**config.mk**
```make
export PLATFORM = sky130hd
export DESIGN_NAME = bus_arbiter
export DESIGN_NICKNAME = d
export VERILOG_FILES = /design/src/rtl/bus_arbiter_pkg.sv /design/src/rtl/rr_pick.sv /design/src/rtl/bus_arbiter.sv
export SDC_FILE = /design/constraint.sdc
export NUM_CORES = 1
export LEC_CHECK = 0
export ABC_AREA = 1
export BUFFER_PORTS_ARGS = -buffer_cell sky130_fd_sc_hd__buf_2
export CAP_MARGIN = 15
export CORE_MARGIN = 1.5
export CORE_UTILIZATION = 57
export DETAILED_ROUTE_END_ITERATION = 6
export HOLD_SLACK_MARGIN = 0.08
export PLACE_DENSITY_LB_ADDON = 0.2
export SKIP_CTS_REPAIR_TIMING = 1
export SLEW_MARGIN = 20
export SYNTH_ARGS = -nofsm -noshare
export SYNTH_HDL_FRONTEND = slang
export SYNTH_SLANG_ARGS = --single-unit
```
**constraint.sdc**
```tcl
create_clock -name clk -period 2.1 [get_ports clk]
set_clock_uncertainty 0.2 [all_clocks]
set_input_delay 0 -clock clk [delete_from_list [all_inputs] [get_ports clk]]
set_output_delay 0 -clock clk [all_outputs]
set_load 0.05 [all_outputs]
```
**src/rtl/bus_arbiter_pkg.sv**
```systemverilog
// Shared types and client indices for the main system bus arbiter.
package bus_arbiter_pkg;

    typedef enum logic [1:0] {
        IDLE    = 2'b00,
        GRANT   = 2'b01,
        OWNED   = 2'b10,
        RELEASE = 2'b11
    } arb_state_t;

    localparam int CLIENT_IFETCH = 0;
    localparam int CLIENT_LOAD   = 1;
    localparam int CLIENT_STORE  = 2;
    localparam int CLIENT_WB     = 3;

endpackage

```
**src/rtl/rr_pick.sv**
```systemverilog
// Round-robin winner select: first set request bit at or above rr_ptr,
// wrapping past NREQ-1 back to 0.
module rr_pick #(
    parameter int NREQ     = 4,
    parameter int ID_WIDTH = 2
) (
    input  logic [NREQ-1:0]     req,
    input  logic [ID_WIDTH-1:0] rr_ptr,
    output logic [ID_WIDTH-1:0] winner,
    output logic                any_req
);

    function automatic logic [ID_WIDTH-1:0] wrap(
        input logic [ID_WIDTH-1:0] ptr,
        input int                  k
    );
        int s;
        s = int'(ptr) + k;
        if (s >= NREQ) s = s - NREQ;
        return ID_WIDTH'(s);
    endfunction

    assign any_req = |req;

    // Walk from the farthest offset down so the nearest requester wins.
    always_comb begin
        winner = '0;
        for (int k = NREQ - 1; k >= 0; k--) begin
            if (req[wrap(rr_ptr, k)]) winner = wrap(rr_ptr, k);
        end
    end

endmodule

```
**src/rtl/bus_arbiter.sv**
```systemverilog
// Main system bus arbiter: round-robin grant, held until the owner's
// transaction ends, then one turnaround cycle before re-arbitration.
module bus_arbiter
    import bus_arbiter_pkg::*;
#(
    parameter int NREQ          = 4,
    parameter int ID_WIDTH      = 2,
    parameter int GRANT_TIMEOUT = 15
) (
    input  logic                clk,
    input  logic                reset,
    input  logic [NREQ-1:0]     abtr_reqcyc,
    input  logic [NREQ-1:0]     bus_busy,
    output logic [NREQ-1:0]     abtr_grant,
    output logic                owner_valid,
    output logic [ID_WIDTH-1:0] owner_id,
    output logic                bus_idle,
    output logic                timeout_evt,
    output logic                protocol_err
);

    arb_state_t          state;
    logic [ID_WIDTH-1:0] rr_ptr;
    logic [ID_WIDTH-1:0] owner_q;
    logic [ID_WIDTH-1:0] winner;
    logic [ID_WIDTH-1:0] ptr_next;
    logic [7:0]          timer;
    logic [NREQ-1:0]     owner_mask;
    logic                any_req;
    logic                owner_busy;
    logic                no_busy;
    logic                busy_err;
    logic                timer_exp;

    rr_pick #(
        .NREQ    (NREQ),
        .ID_WIDTH(ID_WIDTH)
    ) u_pick (
        .req    (abtr_reqcyc),
        .rr_ptr (rr_ptr),
        .winner (winner),
        .any_req(any_req)
    );

    // owner_q keeps the last owner through RELEASE for the busy check.
    assign owner_mask = NREQ'(1) << owner_q;
    assign owner_busy = |(bus_busy & owner_mask);
    assign no_busy    = (bus_busy == '0);
    assign busy_err   = (state == IDLE) ? !no_busy
                                        : |(bus_busy & ~owner_mask);
    assign timer_exp  = (timer == 8'(GRANT_TIMEOUT - 1));
    assign ptr_next   = (owner_q == ID_WIDTH'(NREQ - 1)) ? '0
                                                         : owner_q + 1'b1;

    always_ff @(posedge clk or posedge reset) begin
        if (reset) begin
            state        <= IDLE;
            rr_ptr       <= '0;
            owner_q      <= '0;
            timer        <= '0;
            abtr_grant   <= '0;
            owner_valid  <= 1'b0;
            owner_id     <= '0;
            bus_idle     <= 1'b1;
            timeout_evt  <= 1'b0;
            protocol_err <= 1'b0;
        end else begin
            timeout_evt <= 1'b0;
            if (busy_err) protocol_err <= 1'b1;

            unique case (state)
                IDLE: begin
                    if (any_req) begin
                        state       <= GRANT;
                        owner_q     <= winner;
                        owner_id    <= winner;
                        owner_valid <= 1'b1;
                        abtr_grant  <= NREQ'(1) << winner;
                        timer       <= '0;
                        bus_idle    <= 1'b0;
                    end else begin
                        bus_idle <= no_busy;
                    end
                end
                GRANT: begin
                    timer <= timer + 1'b1;
                    if (owner_busy) begin
                        state <= OWNED;
                    end else if (timer_exp) begin
                        state       <= RELEASE;
                        rr_ptr      <= ptr_next;
                        abtr_grant  <= '0;
                        owner_valid <= 1'b0;
                        owner_id    <= '0;
                        timeout_evt <= 1'b1;
                        bus_idle    <= no_busy;
                    end
                end
                OWNED: begin
                    if (!owner_busy) begin
                        state       <= RELEASE;
                        rr_ptr      <= ptr_next;
                        abtr_grant  <= '0;
                        owner_valid <= 1'b0;
                        owner_id    <= '0;
                        bus_idle    <= no_busy;
                    end
                end
                RELEASE: begin
                    state    <= IDLE;
                    bus_idle <= no_busy;
                end
            endcase
        end
    end

endmodule
```
# --- Yosys cells after proc, flatten, opt, wreduce, memory -nomap -nowiden ---
# Cells that the tools add are included.
word_totals:
  ff_bits: 24
classes:
  addsub: 9
  order_cmp: 8
  eq_ne: 10
  shift: 2
  mux: 52
  bitwise_logic: 3
  n_reduce_logical: 15
op_table:
  columns: ["op", "count"]
  rows:
  - ["$mux W2", 20]
  - ["$mux W1", 16]
  - ["$mux W4", 4]
  - ["$pmux W8 S2", 1]
  - ["$lt A2 B3 Y1 const B", 4]
  - ["$pmux W4 S3", 1]
  - ["$reduce_or A4 Y1", 3]
  - ["$ge A3 B3 Y1 const B", 3]
  - ["$add A8 B1 Y8 const B", 1]
  - ["$and A4 B4 Y4", 2]
  - ["$bmux W1 S2", 4]
  - ["$eq A8 B4 Y1 const B", 1]
  - ["$mux W8", 1]
  - ["$ne A2 B2 Y1 const B", 4]
  - ["$pmux W2 S4", 1]
  - ["$shl A1 B2 Y4 const A", 2]
  - ["$sub A2 B1 Y2 const B", 4]
  - ["$add A2 B2 Y3 const B", 2]
  - ["$eq A2 B2 Y1 const B", 3]
  - ["$pmux W2 S3", 1]
  - ["$reduce_and A3 Y1", 2]
  - ["$reduce_and A5 Y1", 1]
  - ["$logic_not A4 Y1", 1]
  - ["$not A4 Y4", 1]
  - ["14 further kinds", 16]

# --- Depth between registers and ports, before layout ---
depth:
  word_depth: 12
  depth_mapped: 11
  ltp_nobuf: 11

# --- By module ---
# A second synthesis with hierarchy kept.
unflattened:
  hier_cells: 234
  area_unflattened_um2: 1670.4
modules_own_cells:
  columns: ["mod", "n_inst", "cells_each", "area_each_um2", "seq_area_each_um2"]
  rows:
  - ["bus_arbiter", 1, 188, 1481.4, 601.8]
  - ["rr_pick", 1, 46, 188.9, 0.0]

# --- Least setup slack after synthesis ---
# No wires, ideal clock.
synth_path:
  path_type: "register to register"
  startpoint: "register owner_q[0]"
  endpoint: "register abtr_grant[1]"
  arrival_ns: 1.414
  required_ns: 1.834
  setup_slack_ns: 0.420
  stages_incl_launch_ff: 12
  period_less_slack_ns: 1.680
  cell_sequence: "dfrtp_1 -> inv_1 -> ha_1 -> nand2_1 -> nand2_1 -> inv_2 -> nand2_2 -> o21ai_1 -> nand3_4 -> nor2_4 -> nand4_1 -> nand2_1"
synth_via:
  elab_chain_len: 5
  word_cells_on_any_way: 6
  cone_classes: "2 x eq/ne; 1 x shift; 1 x bitwise; 2 x reduce/logical"
synth_lines:
  columns: ["item", "line", "source"]
  rows:
  - ["start, declared", "bus_arbiter.sv:24", "logic [ID_WIDTH-1:0] owner_q;"]
  - ["start signal, assigned", "bus_arbiter.sv:75", "owner_q <= winner;"]
  - ["$shl A1 B2 Y4 *", "bus_arbiter.sv:46", "assign owner_mask = NREQ'(1) << owner_q;"]
  - ["$and A4 B4 Y4 *", "bus_arbiter.sv:47", "assign owner_busy = |(bus_busy & owner_mask);"]
  - ["$reduce_or A4 Y1 *", "bus_arbiter.sv:47", null]
  - ["$ne A2 B2 Y1 (no line)", null, null]
  - ["$reduce_and A5 Y1 (no line) *", null, null]
  - ["end signal, assigned", "bus_arbiter.sv:78", "abtr_grant <= NREQ'(1) << winner;"]
  - ["end, declared", "bus_arbiter.sv:14", "output logic [NREQ-1:0] abtr_grant,"]
# Every way passes the cells marked *; elsewhere a longest branch is shown, timed or not.
# A chain may end at the register's enable or synchronous reset.

# --- Worst setup path in the final report ---
layout_path:
  startpoint: "register owner_q[0]"
  endpoint: "register owner_valid"
layout_via:
  elab_chain_len: 5
  word_cells_on_any_way: 6
  cone_classes: "2 x eq/ne; 1 x shift; 1 x bitwise; 2 x reduce/logical"
layout_lines:
  columns: ["item", "line", "source"]
  rows:
  - ["$shl A1 B2 Y4 *", "bus_arbiter.sv:46", null]
  - ["$and A4 B4 Y4 *", "bus_arbiter.sv:47", null]
  - ["$reduce_or A4 Y1 *", "bus_arbiter.sv:47", null]
  - ["$ne A2 B2 Y1 (no line)", null, null]
  - ["$reduce_and A5 Y1 (no line) *", null, null]
  - ["end signal, assigned", "bus_arbiter.sv:62", "owner_valid <= 1'b0;"]
  - ["end signal, assigned", "bus_arbiter.sv:77", "owner_valid <= 1'b1;"]
  - ["end signal, assigned", "bus_arbiter.sv:93", "owner_valid <= 1'b0;"]
  - ["end, declared", "bus_arbiter.sv:15", "output logic owner_valid,"]
# Marks and branches as above.

==> impl_results.md <==
- Status: finished clean
- Net count after synthesis: 231
- Comb pwr share: 0.632
- Deepest clock path buffer count: 2
- Max-Cap Viols: 0
- Top_reg_cell synth: dfrtp_1
- Ports: 20
- Hold WC Path Type: in2async
- First-pass GRT wire length: 5550 um
- Post-DR vias/cell: 5.31
- Crit path kind: reg2reg
- Number of synthesized flops with an enable pin: 0
- Biggest area consumer among synthesized cells: dfrtp_1
- CTS sink cnt: 24
- Synthesis-to-finish area growth: 16.3%
- Syn Area/Cell: roughly 7.4 sq um
- Worst setup SP type: register
- Layout cells sized above 1: 0.196
- Register share of total power: 0.287
- Routability congestion estimate from global placement: 0.901
- Final Setup Violations: 0
- Setup TNS: 0 ns
- Hold Vio Cnt, Final: 0
- Met2 usage in global routing: 0.344
- Skew-Pair Late Insertion Delay: 0.32 ns
- Max Freq: 532 MHz
- PwrDens: ~1400 nW/um^2
- DR WL/cell: 11.9 um
- Worst Path Max Fanout: 7
- CTS tree: built
- Maximum vdd drop: 1.33 mV
- Clock power frac: 0.081
- Die Wd: 55.6 um
- Most frequent cells in the layout: 69 x nand2_1, 23 x inv_1, 23 x dfrtp_1
- Routed vias: 1461
- Vias in the first global route: 1317
- Synthesized area: between 1500 and 2000 sq um
- Static Leak: ~0.001 uW
- GRT Total Usage: 0.221
- Site Rows: 18
- Global route overflow: 0
- Reg2Reg Depth: 11
- Core Area: ~2500 sq um
- Number of remaining DRC errors: 0
- Starting Density: 0.620
- First-pass detailed-route iteration total: 5
- Worst endpoint required time: roughly 2.1 ns
- Slew Viols, Final: 0
- Most common cell after layout, fill and taps aside: nand2_1
- HPWL Detailed: 2430 um
- Number of nets still failing antenna checks after routing: 0
- Post-Route WL: 3280 um
- Fin nets: 265
- Post-synth top area share: 0.365
- Top Usage Layer GRT: met2
- H-tree Lvls: 1
- DRT iter0 DRCs: between 80 and 90
- Worst Hold Slack: 0.0373 ns
- Area contributors post-synth: dfrtp_1 36%, nand2_1 16%, ha_1 7.1%
- Met3 track demand over resource: 0.0209
- M1 GR Usage: 0.322
- Synthesized flop and latch total: 24
- CP Data Arrival Time: 1.89 ns
- Die Ht: 55.6 um
- Initial antenna violation count: 0
- I/O Buffers: 19
- Antenna cells: 0
- Fin crit share: 0.895
- TritonCTS buffer count: 3
- Largest net degree at the start of global routing: 25
- Die ar.: 3090 sq um
- Ys Warns: 0
- RSZ-0062 raised after global routing: no
- Yosys cell types: 30
- Clock slew at reported path FFs: 0.13 ns
- Worst-Margin Slew: 0.342 ns
- Sw Share: 0.535
- Asr flop ratio synth: 1.00
- Switching Power: about 1400 uW
- Min Tclk post-route: between 1.5 and 2 ns
- Root Buffer: clkbuf_4
- Gate Count Post-Synth: about 210
- Sequential area share after synthesis: 0.381
- Crit end category: register
- Worst slew margin: 0.772
- R2R setup slack: 0.22 ns
- P_int: 1190 uW
critical path, stage by stage, from the launching register on:
cell     delay (ns)
dfrtp_1        0.42
inv_1          0.10
ha_1           0.23
nand2_1        0.06
nand2_1        0.07
inv_2          0.06
nand2_2        0.07
o21ai_1        0.14
nand3_4        0.12
buf_4          0.18
nand2_1        0.05
o21ai_0        0.07
Yosys cell counts (3+ instances only):
master	instances
nand4_1	4
xor2_1	4
nand2_2	5
nand3_1	14
inv_2	7
nand2_1	69
o21ai_1	7
a21oi_1	6
dfrtp_1	23
o21ai_0	8
nor2_1	13
ha_1	9
inv_1	23
nand3_2	3
routing by layer:
layer  vias to the layer above  part of all wire  wire [um]
met5                         -                 0          0
met4                         0             0.010         33
met3                         5             0.046        151
met2                        39              0.46       1500
met1                       673              0.49       1590
li1                        744                 -          -
sequential cells by signal, summed over array words and instances, names as in the netlist:
name and flops:
rr_ptr 2, abtr_grant 4, owner_id 2, state 2, owner_valid 1, timeout_evt 1, owner_q 2, bus_idle 1
protocol_err 1, timer 8
logic make-up after synthesis:
| family | Yosys count | share of synthesized area |
|---|---|---|
| simple gates | 114 | 0.331 |
| buf+inv | 33 | 0.0856 |
| compound gates | 28 | 0.109 |
| flops | 24 | 0.381 |
| fa+ha+maj | 9 | 0.0713 |
| xor+xnor | 4 | 0.0222 |
per-stage QoR:
| step | area (sq um) | worst slack [ns] | power, uW | utilization | instances |
|---|---|---|---|---|---|
| global placement | 1700 | 0.318 | 2240 | 0.669 | 260 |
| global route | 1840 | 0.0193 | 2820 | 0.722 | 275 |
| CTS | 1730 | 0.176 | 2510 | 0.679 | 264 |
| finish | 1840 | 0.221 | 2560 | 0.722 | 275 |
| detailed placement | 1700 | 0.208 | 2300 | 0.669 | 260 |
| floorplan | 1580 | 0.420 | 2000 | - | 212 |
power groups by stage:
stage                     Sequential, uW  Clock (uW)  Combinational (uW)
final                                734         208                1620
after CTS                            732         213                1570
after global routing                 756         229                1830
after floorplan                      850           0                1150
after global placement               730           0                1510
after detailed placement             740           0                1560
final cells by class:
| cell class | count | area [sq um] |
|---|---|---|
| flip-flops and latches | 24 | 602 |
| repair buffers | 31 | 210 |
| inverters | 31 | 119 |
| well taps | 30 | 37.5 |
| clock buffers | 4 | 26.3 |
| multi-input cells | 155 | 842 |
| fillers | 203 | 708 |
final timing paths:
check                                          from                        end
max                          owner_q[0]$_DFFE_PP0P_    owner_valid$_DFFE_PP0P_
max reg2reg                  owner_q[0]$_DFFE_PP0P_    owner_valid$_DFFE_PP0P_
min in group clk           protocol_err$_DFFE_PP0P_   protocol_err$_DFFE_PP0P_
max in group asynchronous                     reset       bus_idle$_DFFE_PP1P_
min reg2reg                protocol_err$_DFFE_PP0P_   protocol_err$_DFFE_PP0P_
min                                           reset  abtr_grant[1]$_DFFE_PP0P_
Note: power is estimated with default switching activity, not from simulation.
